==> config.mk <==
export PLATFORM = sky130hd
export DESIGN_NAME = exp_m1_seq
export DESIGN_NICKNAME = d
export VERILOG_FILES = /design/src/rtl/exp_pkg.sv /design/src/rtl/exp_mac_step.sv /design/src/rtl/exp_m1_seq.sv
export SDC_FILE = /design/constraint.sdc
export NUM_CORES = 1
export LEC_CHECK = 0
export ABC_AREA = 1
export ABC_CLOCK_PERIOD_IN_PS = 6250
export BUFFER_PORTS_ARGS = -buffer_cell sky130_fd_sc_hd__buf_2
export CORE_ASPECT_RATIO = 1.1
export CORE_MARGIN = 2
export CORE_UTILIZATION = 60
export DETAILED_ROUTE_END_ITERATION = 7
export GPL_TIMING_DRIVEN = 0
export PLACE_DENSITY_LB_ADDON = 0.2
export SYNTH_ARGS = -nofsm -noshare
export SYNTH_HDL_FRONTEND = slang
export SYNTH_SLANG_ARGS = --single-unit
==> constraint.sdc <==
create_clock -name clk -period 6.25 [get_ports clk]
set_input_delay 0.625 -clock clk [delete_from_list [all_inputs] [get_ports clk]]
set_output_delay 0.625 -clock clk [all_outputs]
set_load 0.005 [all_outputs]
==> src/rtl/exp_pkg.sv <==
// Shared types and constants for the e^x - 1 evaluator and its multiply-add step.
package exp_pkg;

  localparam int W_DEF = 17;
  localparam int N_DEF = 5;

  typedef logic signed [W_DEF:0]       word_t;
  typedef logic signed [2*W_DEF+1:0]   prod_t;

  // Taylor coefficients of e^x - 1 in Q16, index = power of x
  localparam word_t P [0:N_DEF] = '{
    18'sd0, 18'sd65536, 18'sd32768, 18'sd10923, 18'sd2731, 18'sd546
  };

  typedef enum logic [1:0] {
    IDLE = 2'd0,
    MUL  = 2'd1,
    DONE = 2'd2
  } state_t;

endpackage

==> src/rtl/exp_mac_step.sv <==
// One Horner step: s_next = ((x * s) >>> 16) + c, floor shift then truncation to the word width.
module exp_mac_step
  import exp_pkg::*;
#(
  parameter int W    = W_DEF,
  parameter int FRAC = 16
) (
  input  logic signed [W:0] x_i,
  input  logic signed [W:0] s_i,
  input  logic signed [W:0] c_i,
  output logic signed [W:0] s_next_o
);

  logic signed [2*W+1:0] prod;
  logic signed [W:0]     prod_sh;

  assign prod     = x_i * s_i;
  assign prod_sh  = (W+1)'(prod >>> FRAC);
  assign s_next_o = prod_sh + c_i;

endmodule

==> src/rtl/exp_m1_seq.sv <==
// Sequential e^x - 1 evaluator (Q0.16 in, Q1.16 out), Horner scheme on one shared multiplier.
// Optional argument range checking is enabled by defining EXP_RANGE_CHECK_EN.
module exp_m1_seq
  import exp_pkg::*;
#(
  parameter int N = N_DEF,
  parameter int W = W_DEF
) (
  input  logic              clk,
  input  logic              reset,
  input  logic signed [W:0] x_in,
  input  logic              in_valid,
  output logic              in_ready,
  output logic signed [W:0] f_out,
  output logic              out_valid,
  input  logic              out_ready,
  output logic              range_err
);

  localparam int KW = $clog2(N + 1);

  state_t            state_q, state_d;
  logic signed [W:0] x_q, x_d;
  logic signed [W:0] s_q, s_d;
  logic signed [W:0] f_q, f_d;
  logic [KW-1:0]     k_q, k_d;
  logic              ov_q, ov_d;
  logic signed [W:0] coef;
  logic signed [W:0] s_next;

  assign coef = P[k_q];

  exp_mac_step #(.W(W)) u_mac (
    .x_i      (x_q),
    .s_i      (s_q),
    .c_i      (coef),
    .s_next_o (s_next)
  );

`ifdef EXP_RANGE_CHECK_EN
  localparam logic signed [W:0] X_MAX = (W+1)'(65535);
  logic re_q, re_d;
  logic x_bad;

  assign x_bad     = x_q[W] | (x_q > X_MAX);
  assign range_err = re_q;
`else
  assign range_err = 1'b0;
`endif

  assign in_ready  = reset && (state_q == IDLE);
  assign f_out     = f_q;
  assign out_valid = ov_q;

  always_comb begin
    state_d = state_q;
    x_d     = x_q;
    s_d     = s_q;
    k_d     = k_q;
    f_d     = f_q;
    ov_d    = ov_q;
`ifdef EXP_RANGE_CHECK_EN
    re_d    = re_q;
`endif
    case (state_q)
      IDLE: begin
        if (in_valid && in_ready) begin
          x_d     = x_in;
          s_d     = P[N];
          k_d     = KW'(N - 1);
          state_d = MUL;
        end
      end
      MUL: begin
        s_d = s_next;
        k_d = k_q - 1'b1;
        if (k_q == '0) begin
          k_d     = k_q;
          f_d     = s_next;
          ov_d    = 1'b1;
          state_d = DONE;
        end
`ifdef EXP_RANGE_CHECK_EN
        // An out-of-range argument bypasses the iterations entirely
        if (x_bad) begin
          k_d     = k_q;
          f_d     = '0;
          ov_d    = 1'b1;
          re_d    = 1'b1;
          state_d = DONE;
        end
`endif
      end
      DONE: begin
        if (ov_q && out_ready) begin
          ov_d    = 1'b0;
          state_d = IDLE;
`ifdef EXP_RANGE_CHECK_EN
          re_d    = 1'b0;
`endif
        end
      end
      default: state_d = IDLE;
    endcase
  end

  always_ff @(posedge clk) begin
    if (!reset) begin
      state_q <= IDLE;
      s_q     <= '0;
      k_q     <= '0;
      f_q     <= '0;
      ov_q    <= 1'b0;
`ifdef EXP_RANGE_CHECK_EN
      re_q    <= 1'b0;
`endif
    end else begin
      state_q <= state_d;
      s_q     <= s_d;
      k_q     <= k_d;
      f_q     <= f_d;
      ov_q    <= ov_d;
`ifdef EXP_RANGE_CHECK_EN
      re_q    <= re_d;
`endif
    end
  end

  // Argument register is pure data and only changes on an accept
  always_ff @(posedge clk) begin
    x_q <= x_d;
  end

endmodule

==> results by group <==
Final layout
  – Design area: between 15000 and 20000 µm²
  – Final net count: about 2600
  – Most frequent cells in the layout: inv_1 (592), nand2_1 (457), fa_1 (303), buf_4 (95), ha_1 (79)
  – Most common cell after layout, fill and taps aside: inv_1
  – Antenna fix cells: 0
  – Layout cells sized above 1: 22.9%
  – Layout area overhead: 23.5%

Min path
  – Min-delay worst type: in2reg

Global route
  – Grt ovf: 0
  – Met3 Resource Use GR: slightly above 6%
  – First-pass GRT wire length: slightly above 70000 µm
  – Global-route layer with the greatest usage: met2
  – Routing usage on met2: between 60% and 70%
  – Initial antenna violation count: 0
  – All-Layer GR Usage: between 30% and 40%
  – Met1 GRT Util: 42.1%
  – Vias in the first global route: 14200
  – Largest net degree at the start of global routing: 19

Clock network
  – Clk slew on worst S/H paths: approximately 0.07 ns
  – CTS Sinks: 60
  – Latest clock arrival within the worst-skew pair: about 0.36 ns
  – CTS tree: built
  – Root Buffer: clkbuf_16
  – H-tree levels: 3
  – Clock tree buffer depth: 2
  – Inserted Clock Buffers: 9

Synth
  – Sequential area share after synthesis: roughly 9.0%
  – Avg Cell Area, Syn: 7.59 µm²
  – Synthesized flop and latch total: 60
  – Synth Flop Type: dfxtp_1
  – Synth cell types: 39
  – Synth warnings: 0
  – Post-synth EDFFs: 18
  – Mapped Area: ~15000 µm²
  – FFs w/ async S/R, synth: 0%
  – Syn_nets: 2461
  – Cells after Synth: roughly 2000

Worst setup path
  – WP buf/inv: 12
  – CP top delay family: adder cells
  – Worst path required time: 6.52 ns
  – Worst path max stage delay: ~0.57 ns
  – CP arrival: approximately 7.4 ns
  – Worst setup EP type: flop
  – Crit path top cell by count: buf_4
  – CP startpoint kind: flop
  – Worst path slowest cell: fa_2
  – CP Max Fanout: 10
  – Setup CP Type: reg2reg

Run status
  – Status: finished, violations left
  – Failing checks: setup timing

Timing
  – Hold Fails Final Rpt: 0
  – Slew HR: between 10% and 20%
  – # setup viols final: 34
  – Final setup margin: -0.840 ns
  – Max Clk Rate: about 140 MHz
  – Clk_skew: 0.0135 ns
  – Period utilization: 113%
  – RSZ-0062 raised after global routing: yes
  – Fin crit period: 7.09 ns
  – Worst Tran Pin Value: around 1.2 ns
  – Max-slew violation count: 0

Floorplanning
  – Starting Density: approximately 61%
  – Rows: 61
  – Core Footprint: ~25000 µm²
  – IO Count: between 40 and 50
  – Die area: around 27000 µm²
  – Die W: between 150 and 200 µm
  – Die height: around 170 µm

Place
  – Routability cong.: 0.953
  – IO buf count: 40
  – DPL Wire Length: between 30000 and 40000 µm
  – Area post-placement: 16200 µm²

Route
  – Iteration-0 DRC Markers: ~1200
  – Drt drc: 0
  – Router iterations before antenna repair: 6
  – Final wirelength: between 40000 and 50000 µm
  – Routed WL per cell: between 15 and 20 µm
  – Vias: approximately 14000
  – Vias per std cell: 5.55
  – Antenna Nets Post-Route: 0

Run
  – Max Cap Violations: 0
[registers in the layout (all words and copies together) (netlist names)]
register / flops
f_out: 18
k_q: 3
out_valid: 1
s_q: 18
state_q: 2
x_q: 18
[cell usage after synthesis, drive strengths merged, types with 5 or more instances]
master	n	area share, %
dfxtp	42	5.5
fa	315	41
xnor2	9	0.51
nor3	5	0.26
inv	642	16
ha	100	8.1
o21ai	29	1.0
buf	18	0.52
nand2	527	13
nand3	53	1.8
edfxtp	18	3.5
nand4	13	0.61
nor2	87	2.3
clkbuf	62	1.5
xor2	22	1.3
or2	8	0.33
a21oi	53	1.8
[per-layer routing]
metal	wire (µm)	part of all wire, %
met1	17400	35
met4	3870	7.9
met3	3700	7.5
met2	24200	49
met5	0	0
[area by class of cell]
class,count,area (µm²)
Tap cell,315,394
Inverter,642,2430
Clock inverter,7,75.1
Buffer,70,932
Sequential cell,60,1400
Fill cell,1760,6230
Clock buffer,9,225
Multi-Input combinational cell,1242,12300
Timing Repair Buffer,153,1180
[worst paths after layout]
| path | cells after the start | end | startpoint | slack [ns] |
|---|---|---|---|---|
| max | 35 | s_q[12] | s_q[14] | -0.84 |
| min reg2reg | 2 | f_out[0] | f_out[0] | 0.47 |
| max reg2reg | 35 | s_q[12] | s_q[14] | -0.84 |
| min | 1 | x_q[5] | x_in[5] | 0.44 |
[metrics by stage]
step | std cells | hold slack [ns] | setup TNS, ns | utilization (%) | worst slack [ns]
floorplan | 2024 | 0.445 | -0.203 | - | -0.108
global placement | 2379 | 0.448 | -39.54 | 64.5 | -1.45
detailed placement | 2379 | 0.459 | -41.62 | 64.5 | -1.55
CTS | 2467 | 0.442 | -13.45 | 72.3 | -0.629
global route | 2498 | 0.447 | -26.28 | 75.3 | -1.10
finish | 2498 | 0.442 | -19.16 | 75.3 | -0.840
[cells by family after synthesis]
logic type      synth area share [%]
other cells                   0.0244
flops                           9.00
buf+inv                         17.7
xor+xnor                        1.77
compound gates                  3.70
simple gates                    18.6
fa+ha+maj                       49.2
[worst register-to-register path: cells and delay by family, from the launching register on]
family / cells / cell delay (ns)
adders and majority gates: 7 / 3.39
AOI/OAI and AO/OA: 2 / 0.38
DFF: 1 / 0.31
and+or+nand+nor: 14 / 1.58
buffers and inverters: 12 / 1.34
[what timing repair did]
action	CTS	global route
setup buffers	82	33
gates resized for setup	263	140
setup endpoints to repair	36	34
pin swaps	114	86
hold buffers	0	0
cloned	0	1
hold endpoints to repair	0	0
Power is left out: the tool's default activity adds up to more than one toggle a clock period on the data nets, which glitch-free logic cannot reach.
